File: config.mk
export PLATFORM = sky130hd
export DESIGN_NAME = rotary_decoder
export DESIGN_NICKNAME = d
export VERILOG_FILES = /design/src/rtl/rotary_pkg.sv /design/src/rtl/rotary_debounce.sv /design/src/rtl/rotary_decoder.sv
export SDC_FILE = /design/constraint.sdc
export NUM_CORES = 1
export LEC_CHECK = 0
export ABC_AREA = 1
export CAP_MARGIN = 30
export CORE_MARGIN = 5
export CORE_UTILIZATION = 59
export CTS_CLUSTER_DIAMETER = 120
export CTS_CLUSTER_SIZE = 40
export DETAILED_ROUTE_END_ITERATION = 7
export PLACE_DENSITY = 0.81
export SETUP_SLACK_MARGIN = 0.1
export SLEW_MARGIN = 20
export SYNTH_ARGS = -nofsm -noshare
export SYNTH_HDL_FRONTEND = slang
export SYNTH_SLANG_ARGS = --single-unit
File: constraint.sdc
create_clock -name CLK -period 7.43 [get_ports CLK]
set_input_delay 1.486 -clock CLK [delete_from_list [all_inputs] [get_ports CLK]]
set_output_delay 1.486 -clock CLK [all_outputs]
set_load 0.02 [all_outputs]
File: src/rtl/rotary_pkg.sv
// -----------------------------------------------------------------------------
// rotary_pkg
// Shared definitions for the quadrature rotary encoder decoder.
//   - Gray-code phase constants ({A,B})
//   - step classification enum and FSM state enum
//   - accumulator width / detent length and derived signed limits
//   - helper functions: clockwise successor of a phase, step classifier
// -----------------------------------------------------------------------------
package rotary_pkg;

    localparam logic [1:0] PH_00 = 2'b00;
    localparam logic [1:0] PH_01 = 2'b01;
    localparam logic [1:0] PH_11 = 2'b11;
    localparam logic [1:0] PH_10 = 2'b10;

    typedef enum logic [1:0] {
        STEP_NONE = 2'b00,
        STEP_CW   = 2'b01,
        STEP_CCW  = 2'b10,
        STEP_ERR  = 2'b11
    } step_t;

    typedef enum logic [0:0] {
        ST_INIT  = 1'b0,
        ST_TRACK = 1'b1
    } state_t;

    localparam int ACC_W        = 4;
    localparam int DETENT_STEPS = 4;

    localparam logic signed [ACC_W-1:0] ACC_ZERO = ACC_W'(0);
    localparam logic signed [ACC_W-1:0] ACC_ONE  = ACC_W'(1);
    // Partial turns saturate one short of a full detent.
    localparam logic signed [ACC_W-1:0] ACC_SAT_P  = ACC_W'(DETENT_STEPS - 1);
    localparam logic signed [ACC_W-1:0] ACC_SAT_N  = ACC_W'(-(DETENT_STEPS - 1));
    localparam logic signed [ACC_W-1:0] ACC_FULL_P = ACC_W'(DETENT_STEPS);
    localparam logic signed [ACC_W-1:0] ACC_FULL_N = ACC_W'(-DETENT_STEPS);

    // Next phase in the clockwise sequence 00 -> 01 -> 11 -> 10 -> 00.
    function automatic logic [1:0] cw_next(input logic [1:0] ph);
        logic [1:0] nxt;
        case (ph)
            PH_00:   nxt = PH_01;
            PH_01:   nxt = PH_11;
            PH_11:   nxt = PH_10;
            PH_10:   nxt = PH_00;
            default: nxt = PH_00;
        endcase
        return nxt;
    endfunction

    // Classify a move from prev to cur; a two-bit change is illegal.
    function automatic step_t classify(input logic [1:0] prev, input logic [1:0] cur);
        step_t st;
        if (cur == prev) begin
            st = STEP_NONE;
        end else if (cur == cw_next(prev)) begin
            st = STEP_CW;
        end else if (prev == cw_next(cur)) begin
            st = STEP_CCW;
        end else begin
            st = STEP_ERR;
        end
        return st;
    endfunction

endpackage

File: src/rtl/rotary_debounce.sv
// -----------------------------------------------------------------------------
// rotary_debounce
// One encoder channel: SYNC_STAGES-flop synchronizer followed by a debounce
// filter. The filtered bit toggles only after the synchronized bit has
// disagreed with it for DEBOUNCE_CYCLES consecutive cycles.
// Build option: ROTARY_DEBOUNCE_EN -- when undefined the filter is removed
// and filt follows sync directly (DEBOUNCE_CYCLES is then ignored).
// Ports:
//   clk   : clock
//   rst_n : asynchronous active-low reset
//   raw   : raw pin, asynchronous to clk
//   load  : force filt to the current synchronized value, clear counter
//   sync  : synchronized pin value
//   filt  : debounced pin value
// -----------------------------------------------------------------------------
module rotary_debounce #(
    parameter int SYNC_STAGES     = 2,
    parameter int DEBOUNCE_CYCLES = 50000
) (
    input  logic clk,
    input  logic rst_n,
    input  logic raw,
    input  logic load,
    output logic sync,
    output logic filt
);

    logic [SYNC_STAGES-1:0] sync_r;

    // Synchronizer chain: raw enters at bit 0, sync is taken from the top bit.
    always_ff @(posedge clk or negedge rst_n) begin
        if (!rst_n) begin
            sync_r <= {SYNC_STAGES{1'b0}};
        end else begin
            sync_r <= {sync_r[SYNC_STAGES-2:0], raw};
        end
    end

    assign sync = sync_r[SYNC_STAGES-1];

`ifdef ROTARY_DEBOUNCE_EN
    localparam int CNT_W = (DEBOUNCE_CYCLES > 1) ? $clog2(DEBOUNCE_CYCLES) : 1;
    // Counter value at which the next disagreeing cycle completes the window.
    localparam logic [CNT_W-1:0] CNT_LAST = CNT_W'(DEBOUNCE_CYCLES - 1);

    logic [CNT_W-1:0] cnt_r;
    logic [CNT_W-1:0] cnt_s;
    logic             filt_r;
    logic             filt_s;

    // Filter next-state: clear on agreement, toggle after a full stable window.
    always_comb begin
        cnt_s  = cnt_r;
        filt_s = filt_r;
        if (load) begin
            filt_s = sync;
            cnt_s  = {CNT_W{1'b0}};
        end else if (sync == filt_r) begin
            cnt_s = {CNT_W{1'b0}};
        end else if (cnt_r == CNT_LAST) begin
            filt_s = ~filt_r;
            cnt_s  = {CNT_W{1'b0}};
        end else begin
            cnt_s = cnt_r + CNT_W'(1);
        end
    end

    // Filter state registers.
    always_ff @(posedge clk or negedge rst_n) begin
        if (!rst_n) begin
            cnt_r  <= {CNT_W{1'b0}};
            filt_r <= 1'b0;
        end else begin
            cnt_r  <= cnt_s;
            filt_r <= filt_s;
        end
    end

    assign filt = filt_r;
`else
    // Without the filter the load request has nothing to act on.
    logic unused_load;
    localparam int unused_debounce_cycles = DEBOUNCE_CYCLES;
    assign unused_load = load;
    assign filt        = sync;
`endif

endmodule

File: src/rtl/rotary_decoder.sv
// -----------------------------------------------------------------------------
// rotary_decoder
// Quadrature rotary encoder front end: synchronizes and debounces ROT_A/ROT_B,
// tracks the Gray-code phase and emits one rotary_event pulse per complete
// detent with a registered direction flag.
// Build option: ROTARY_DEBOUNCE_EN (see rotary_debounce).
// Ports:
//   CLK          : clock, rising edge
//   RST_N        : asynchronous active-low reset
//   ROT_A, ROT_B : raw encoder channels, asynchronous to CLK
//   rotary_event : one-cycle pulse per completed detent
//   rotary_right : direction of the last detent (1 = clockwise), held
//   rotary_err   : one-cycle pulse on an illegal two-bit phase jump
// -----------------------------------------------------------------------------
module rotary_decoder
    import rotary_pkg::*;
#(
    parameter int SYNC_STAGES     = 2,
    parameter int DEBOUNCE_CYCLES = 50000
) (
    input  logic CLK,
    input  logic RST_N,
    input  logic ROT_A,
    input  logic ROT_B,
    output logic rotary_event,
    output logic rotary_right,
    output logic rotary_err
);

    // INIT stays until the synchronizers hold post-reset samples of the pins,
    // so the phase loaded into the filters matches the encoder's real position.
    localparam int               INIT_W    = $clog2(SYNC_STAGES + 1);
    localparam logic [INIT_W-1:0] INIT_LAST = INIT_W'(SYNC_STAGES);

    logic sync_a_s, sync_b_s, filt_a_s, filt_b_s;
    logic load_s;

    rotary_debounce #(
        .SYNC_STAGES    (SYNC_STAGES),
        .DEBOUNCE_CYCLES(DEBOUNCE_CYCLES)
    ) u_deb_a (
        .clk  (CLK),
        .rst_n(RST_N),
        .raw  (ROT_A),
        .load (load_s),
        .sync (sync_a_s),
        .filt (filt_a_s)
    );

    rotary_debounce #(
        .SYNC_STAGES    (SYNC_STAGES),
        .DEBOUNCE_CYCLES(DEBOUNCE_CYCLES)
    ) u_deb_b (
        .clk  (CLK),
        .rst_n(RST_N),
        .raw  (ROT_B),
        .load (load_s),
        .sync (sync_b_s),
        .filt (filt_b_s)
    );

    state_t                   state_r, state_s;
    logic [INIT_W-1:0]        init_cnt_r, init_cnt_s;
    logic [1:0]               prev_r, prev_s;
    logic signed [ACC_W-1:0]  acc_r, acc_s;
    logic signed [ACC_W-1:0]  acc_step_s;
    logic                     event_r, event_s;
    logic                     right_r, right_s;
    logic                     err_r, err_s;

    logic [1:0] phase_s;
    logic [1:0] sync_phase_s;
    step_t      step_s;

    assign phase_s      = {filt_a_s, filt_b_s};
    assign sync_phase_s = {sync_a_s, sync_b_s};
    assign step_s       = classify(prev_r, phase_s);

    // FSM next-state, step accumulation and output decode.
    always_comb begin
        state_s    = state_r;
        init_cnt_s = init_cnt_r;
        prev_s     = prev_r;
        acc_s      = acc_r;
        acc_step_s = acc_r;
        event_s    = 1'b0;
        right_s    = right_r;
        err_s      = 1'b0;
        load_s     = 1'b0;
        case (state_r)
            ST_INIT: begin
                load_s = 1'b1;
                prev_s = sync_phase_s;
                acc_s  = ACC_ZERO;
                if (init_cnt_r == INIT_LAST) begin
                    state_s    = ST_TRACK;
                    init_cnt_s = {INIT_W{1'b0}};
                end else begin
                    init_cnt_s = init_cnt_r + INIT_W'(1);
                end
            end
            ST_TRACK: begin
                prev_s = phase_s;
                case (step_s)
                    STEP_CW:  acc_step_s = acc_r + ACC_ONE;
                    STEP_CCW: acc_step_s = acc_r - ACC_ONE;
                    STEP_ERR: begin
                        err_s = 1'b1;
                        acc_s = ACC_ZERO;
                    end
                    default:  acc_step_s = acc_r;
                endcase
                if ((step_s == STEP_CW) || (step_s == STEP_CCW)) begin
                    if (phase_s == PH_00) begin
                        // Landing on the detent rest phase always restarts the count.
                        acc_s = ACC_ZERO;
                        if (acc_step_s == ACC_FULL_P) begin
                            event_s = 1'b1;
                            right_s = 1'b1;
                        end else if (acc_step_s == ACC_FULL_N) begin
                            event_s = 1'b1;
                            right_s = 1'b0;
                        end else begin
                            event_s = 1'b0;
                        end
                    end else if (acc_step_s > ACC_SAT_P) begin
                        acc_s = ACC_SAT_P;
                    end else if (acc_step_s < ACC_SAT_N) begin
                        acc_s = ACC_SAT_N;
                    end else begin
                        acc_s = acc_step_s;
                    end
                end else begin
                    event_s = 1'b0;
                end
            end
            default: begin
                state_s = ST_INIT;
            end
        endcase
    end

    // State, accumulator and registered outputs.
    always_ff @(posedge CLK or negedge RST_N) begin
        if (!RST_N) begin
            state_r    <= ST_INIT;
            init_cnt_r <= {INIT_W{1'b0}};
            prev_r     <= PH_00;
            acc_r      <= ACC_ZERO;
            event_r    <= 1'b0;
            right_r    <= 1'b0;
            err_r      <= 1'b0;
        end else begin
            state_r    <= state_s;
            init_cnt_r <= init_cnt_s;
            prev_r     <= prev_s;
            acc_r      <= acc_s;
            event_r    <= event_s;
            right_r    <= right_s;
            err_r      <= err_s;
        end
    end

    assign rotary_event = event_r;
    assign rotary_right = right_r;
    assign rotary_err   = err_r;

endmodule

## Word-level counts from Yosys, hierarchy flattened

Cells that the tools add are included.

- Bits in latches: 0
- Memory bits (read-only): 0
- Bits in registers: 16
- Word-level logic and storage cells: 64
- Memories: 0
- Memory bits (writable): 0

- Bitwise operators: 1
- Equality and inequality tests: 16
- Order comparisons: 2
- $add $sub $neg: 3
- Reduce and logical (&&, ||, !) cells: 5
- Shift-type cells: 0
- Div/mod/pow operators: 0
- Multipliers: 0
- Mux-type cells: 28

Operators with widths:

| operator | count |
|---|---|
| 4-bit 2-to-1 mux | 6 |
| 2-bit case mux with 4 select lines | 2 |
| 4-bit case mux with 2 select lines | 2 |
| 2-bit == test (second input constant) | 7 |
| 1-bit 2-to-1 mux | 12 |
| 2-bit 2-to-1 mux | 6 |
| 2-bit by 1-bit == test with 1-bit output (second input constant) | 3 |
| 2-bit == test | 3 |
| 4-bit by 2-bit adder with 4-bit output (second input constant) | 1 |
| 4-bit by 3-bit == test with 1-bit output (second input constant) | 1 |
| 4-bit == test (second input constant) | 1 |
| 4-bit by 3-bit > comparator with 1-bit output (second input constant) | 1 |
| 2-bit logical NOT | 2 |
| 4-bit by 3-bit < comparator with 1-bit output (second input constant) | 1 |
| 4-bit AND reduction | 1 |
| 4-bit by 2-bit subtractor with 4-bit output (second input constant) | 1 |
| 3-bit by 1-bit != test with 1-bit output (second input constant) | 1 |
| 2-bit by 1-bit adder with 2-bit output (second input constant) | 1 |
| 2-bit nonzero test | 1 |
| 1-bit logical OR | 1 |
| 1-bit NOT | 1 |

## Logic depth before layout (Yosys ltp)

- Word-level depth: 19
- Depth in mapped cells: 21
- Gate-level depth less buffers: 21

## Modules after synthesis

Synthesis repeated with hierarchy kept, for this count alone.

- Cells, all modules: 108
- Area, all modules: 882.1 µm²

Modules (own cells, without submodules):

| module | times used | cells an instance | area an instance (µm²) |
|---|---|---|---|
| rotary_decoder | 1 | 102 | 767.0 |
| rotary_debounce | 2 | 3 | 57.6 |

## Worst setup path after synthesis

Ideal clock, no wire load.

- Kind: register -> register
- Start: register u_deb_b.sync_r[1]
- End: register acc_r[0]
- Arrival time: 2.434 ns
- Path buffers: 0
- Stages on the path, launching flop included: 19
- Required time: 7.313 ns
- Library setup time: 0.117 ns
- Setup slack: 4.879 ns
- Cell sequence: dfrtp_1 -> xnor2_1 -> o21ai_0 -> inv_1 -> ha_1 -> nor2_1 -> nor2_4 -> ha_1 -> a21oi_1 -> or2_0 -> nand2_1 -> o21ai_2 -> clkinv_2 -> nand2_1 -> ha_1 -> nor2_1 -> nand2_1 -> nand2_1 -> nand2_1

- Longest elaborated chain between the ends: 17

RTL lines:

| what | line | text |
|---|---|---|
| start, declared | rotary_debounce.sv:28 | `logic [SYNC_STAGES-1:0] sync_r;` |
| start signal, assigned | rotary_debounce.sv:33 | `sync_r <= {SYNC_STAGES{1'b0}};` |
| start signal, assigned | rotary_debounce.sv:35 | `sync_r <= {sync_r[SYNC_STAGES-2:0], raw};` |
| 2-bit == test (tied with other cells) | rotary_pkg.sv:42 | `case (ph)` |
| 2-bit case mux with 4 select lines | rotary_pkg.sv:42 |  |
| 2-bit 2-to-1 mux | rotary_pkg.sv:57 | `end else if (cur == cw_next(prev)) begin` |
| 2-bit 2-to-1 mux | rotary_pkg.sv:55 | `if (cur == prev) begin` |
| 2-bit == test | rotary_pkg.sv:59 | `end else if (prev == cw_next(cur)) begin` |
| 1-bit 2-to-1 mux | rotary_pkg.sv:59 |  |
| 2-bit 2-to-1 mux | rotary_pkg.sv:57 |  |
| 2-bit 2-to-1 mux | rotary_pkg.sv:55 |  |
| 2-bit == test or 2-bit by 1-bit == test with 1-bit output (tied branches) | rotary_decoder.sv:104, rotary_decoder.sv:113 |  |
| 4-bit case mux with 2 select lines | rotary_decoder.sv:104 | `case (step_s)` |
| 4-bit 2-to-1 mux | rotary_decoder.sv:90 | `case (state_r)` |
| 4-bit by 3-bit < comparator with 1-bit output | rotary_decoder.sv:128 | `end else if (acc_step_s < ACC_SAT_N) begin` |
| 4-bit 2-to-1 mux | rotary_decoder.sv:128 |  |
| 4-bit 2-to-1 mux | rotary_decoder.sv:126 | `end else if (acc_step_s > ACC_SAT_P) begin` |
| 4-bit 2-to-1 mux | rotary_decoder.sv:114 | `if (phase_s == PH_00) begin` |
| 4-bit 2-to-1 mux | rotary_decoder.sv:113 | `if ((step_s == STEP_CW) \|\| (step_s == STEP_CCW)) begin` |
| 4-bit case mux with 2 select lines | rotary_decoder.sv:90 |  |
| end signal, assigned | rotary_decoder.sv:157 | `acc_r <= acc_s;` |
| end, declared | rotary_decoder.sv:65 | `logic signed [ACC_W-1:0] acc_r, acc_s;` |

Several ways; a longest one is shown, not always the timed one. The select of a mux whose other input is x is not followed.
A chain may end at the register's enable or synchronous reset.

## Worst setup path in the final report

- Start: register u_deb_a.sync_r[1]
- End: register acc_r[1]

- Longest elaborated chain between the ends: 17

RTL lines:

| what | line |
|---|---|
| start, declared | rotary_debounce.sv:28 |
| start signal, assigned | rotary_debounce.sv:33 |
| start signal, assigned | rotary_debounce.sv:35 |
| 2-bit == test (tied with other cells) | rotary_pkg.sv:42 |
| 2-bit case mux with 4 select lines | rotary_pkg.sv:42 |
| 2-bit 2-to-1 mux | rotary_pkg.sv:57 |
| 2-bit 2-to-1 mux | rotary_pkg.sv:55 |
| 2-bit == test | rotary_pkg.sv:59 |
| 1-bit 2-to-1 mux | rotary_pkg.sv:59 |
| 2-bit 2-to-1 mux | rotary_pkg.sv:57 |
| 2-bit 2-to-1 mux | rotary_pkg.sv:55 |
| 2-bit == test or 2-bit by 1-bit == test with 1-bit output (tied branches) | rotary_decoder.sv:104, rotary_decoder.sv:113 |
| 4-bit case mux with 2 select lines | rotary_decoder.sv:104 |
| 4-bit 2-to-1 mux | rotary_decoder.sv:90 |
| 4-bit by 3-bit < comparator with 1-bit output | rotary_decoder.sv:128 |
| 4-bit 2-to-1 mux | rotary_decoder.sv:128 |
| 4-bit 2-to-1 mux | rotary_decoder.sv:126 |
| 4-bit 2-to-1 mux | rotary_decoder.sv:114 |
| 4-bit 2-to-1 mux | rotary_decoder.sv:113 |
| 4-bit case mux with 2 select lines | rotary_decoder.sv:90 |

Several ways; a longest one is shown, not always the timed one. The select of a mux whose other input is x is not followed.

==> key figures <==
GRT
  – Pin count of the biggest net entering global routing: 17
  – All-layer global routing usage: approximately 15%
  – First-pass GRT wire length: between 2 and 3 mm
  – Total gr overflow: 0
  – Initial antenna violation count: 0
  – Number of global-route vias before repair: approximately 700

Clock network
  – Hold_buf cts: 0
  – Clock Latency Late Sink: between 200 and 300 ps
  – Resized Gates After CTS: 0
  – Worst-path clk slew: about 90 ps
  – TritonCTS clock tree: built
  – CTS root buf: clkbuf_4
  – Cts bufs inserted: 3
  – CTS Sinks: 16
  – Post-CTS setup buffers: 0
  – H-tree depth: 1
  – Clk buf depth: 2

Synth
  – Synthesis-stage register bit count: 16
  – Warnings, synthesis: 0
  – Mapped Cells: 103
  – Syn Nets: between 100 and 150
  – Post-synth cell types: 22
  – Mapped Area: about 870 um^2
  – Syn Area/Cell: 8.41 um^2
  – Seq/Total Area, Yosys: between 40% and 50%

Worst setup path
  – Crit-path cells: xor2_1 -> o21ai_0 -> inv_1 -> ha_1 -> nor2_1 -> nor2_4 -> ha_1 -> a21oi_1 -> or2_0 -> nand2_1 -> o21ai_2 -> clkinv_2 -> nand2_1 -> ha_1 -> inv_1 -> nand2_1 -> nand2_1 -> nand2_1 -> nand2_1
  – Critical path class: flop to flop
  – Critical Path End Type: flop
  – Max incr delay on CP: about 440 ps
  – Crit path required time: between 7000 and 8000 ps
  – WP buf/inv: 3
  – Startpoint Class: flop
  – Worst-path maximum fanout: 5
  – Cell repeated most along the worst path: nand2_1
  – Arrival time at the worst endpoint: between 3000 and 4000 ps
  – CP delay by family, top: simple AND/OR/NAND/NOR gates
  – Critical path's slowest cell: dfrtp_1

Floorplan
  – Rows: 13
  – Initial Util: between 60 and 70%
  – Core area: between 1000 and 1500 um^2
  – Die area: approximately 2300 um^2
  – # IOs: 7
  – Die width: a little under 50 um
  – Die height: about 48 um

Timing
  – Period utilization: between 30% and 40%
  – Clock Skew: roughly 6.7 ps
  – Final slew viol count: 0
  – Worst Tran Pin Value: between 600 and 700 ps
  – Worst slew margin: 53.6%
  – Setup TNS: 0 ps
  – RSZ-0062 raised after global routing: no
  – Final hold vios: 0
  – Max Clock Freq: between 300 and 400 MHz
  – # setup viols final: 0
  – Min Tclk post-route: about 2900 ps

Detailed routing
  – DR iter-0 viols: 15
  – DR vias: between 700 and 800
  – Final ANT Viol Nets: 0
  – Wire per inst: 13.1 um
  – Final WL: between 1.5 and 2 mm
  – Drt drc: 0
  – Vias per cell: about 5.6
  – Iteration count of the initial detailed-routing pass: 4

Layout
  – Layout area overhead: 13.3%
  – Fin nets: 123
  – Final instance area: 981 um^2
  – # diodes: 0
  – Fill cells: a little over 100
  – Fraction of layout cells with a size suffix above 1: 13.3%

Job
  – MaxCap Viol Count: 0

Min path
  – Worst min path class: flop to flop

Place
  – Placer Congestion: around 0.84
  – IO Port Bufs: 6
  – Placed inst area: 945 um^2
  – Final HPWL DP: between 1 and 1.5 mm

Outcome
  – Status: complete, no violations

Power and ir drop
  – Static leakage power: slightly above 0.5 nW
  – Max VDD drop: ~0.26 mV
  – Pwr per Cell Area: approximately 360 nW/um^2
final timing paths:
check | endpoint | cells past startpoint | slack [ps] | start
hold reg to reg | u_deb_b.sync_r[1] | 0 | 350 | u_deb_b.sync_r[0]
hold / removal | u_deb_b.sync_r[1] | 0 | 350 | u_deb_b.sync_r[0]
min in group asynchronous | init_cnt_r[0] | 1 | 1620 | RST_N
setup / recovery | acc_r[1] | 19 | 4520 | u_deb_a.sync_r[1]
max in group asynchronous | acc_r[1] | 1 | 5370 | RST_N
setup reg to reg | acc_r[1] | 19 | 4520 | u_deb_a.sync_r[1]
Yosys cell counts:
library cell  number  area share, %
a21oi_1            3            1.7
clkinv_2           1           0.58
dfrtp_1           16             46
ha_1               5            7.2
inv_1             11            4.8
inv_2              2           0.87
nand2_1           32             14
nand2_4            2            2.6
nand3_1            4            2.3
nand3_2            1            1.2
nand4_1            1           0.72
nor2_1             6            2.6
nor2_2             2            1.4
nor2_4             1            1.3
nor3_1             2            1.2
o21ai_0            4            2.3
o21ai_1            1           0.58
o21ai_2            1            1.0
or2_0              1           0.72
or2_2              1           0.72
xnor2_1            3            3.0
xor2_1             3            3.0
worst reg2reg max path, delay by kind of cell (launching register included):
kind | cells | cell delay, ps
AOI/OAI and AO/OA | 3 | 430
xor gates and xnor gates | 1 | 180
adders and majority gates | 3 | 660
buffers and inverters | 3 | 300
DFF | 1 | 440
and+or+nand+nor | 9 | 850
cell usage in the layout (no fill, tap or decap):
master,n
nor2_1,6
nand3_1,4
nor2_4,1
nand2_1,32
inv_1,11
xor2_1,3
nand2_4,2
clkbuf_8,1
a21oi_1,3
clkbuf_4,3
o21ai_0,4
or2_2,1
nor2_2,2
nand4_1,1
clkinv_2,1
nor3_1,2
clkdlybuf4s50_1,6
dfrtp_1,16
ha_1,5
o21ai_1,1
or2_0,1
o21ai_2,1
xnor2_1,3
inv_2,2
nand3_2,1
power by group:
| group | internal (mW) | total (mW) | switching [mW] |
|---|---|---|---|
| Sequential | 0.103 | 0.120 | 0.0176 |
| Clock | 0.0298 | 0.0547 | 0.0249 |
| Combinational | 0.0647 | 0.174 | 0.110 |
| Total | 0.197 | 0.349 | 0.152 |
kinds of logic (layout without fill, tap and decap cells):
kind of cell | count (synthesis) | count (layout) | synth area share (%)
XOR/XNOR | 6 | 6 | 6.07
AND/OR/NAND/NOR | 53 | 53 | 28.6
AO/OA/AOI/OAI | 9 | 9 | 5.64
buffers and inverters | 14 | 24 | 6.21
adder cells (fa/ha/maj) | 5 | 5 | 7.23
flip-flops | 16 | 16 | 46.2
per-stage QoR:
| step | total power [mW] | worst slack [ps] | instances | util (%) | hold WS (ps) |
|---|---|---|---|---|---|
| after floorplan | 0.248 | 4880 | 103 | - | 331 |
| after global placement | 0.280 | 4750 | 124 | 70.0 | 334 |
| after detailed placement | 0.289 | 4580 | 124 | 70.0 | 337 |
| after CTS | 0.349 | 4530 | 128 | 72.7 | 356 |
| after global routing | 0.374 | 4270 | 128 | 72.7 | 362 |
| final | 0.349 | 4520 | 128 | 72.7 | 354 |
state kept, by name, summed over array words and instances, names as in the netlist:
signal          cells
acc_r               4
init_cnt_r          2
prev_r              2
u_deb_a.sync_r      2
u_deb_b.sync_r      2
rotary_err          1
rotary_event        1
rotary_right        1
state_r             1
layer usage:
metal	vias up	share of wire [%]	global-route usage, %
met3	4	2.9	2.75
met4	0	2.0	10.6
li1	342	-	-
met2	15	53	24.3
met1	350	42	16.8
met5	-	0	0
final cells by class:
type	instances	area [um^2]	area share, %
Clock buffer	4	36.3	3.70
Tap cell	15	18.8	1.91
Sequential cell	16	400	40.8
Timing Repair Buffer	6	60.1	6.12
Multi-Input combinational cell	73	412	42.0
Inverter	14	53.8	5.48
No activity file was read; power rests on OpenSTA's default activity.
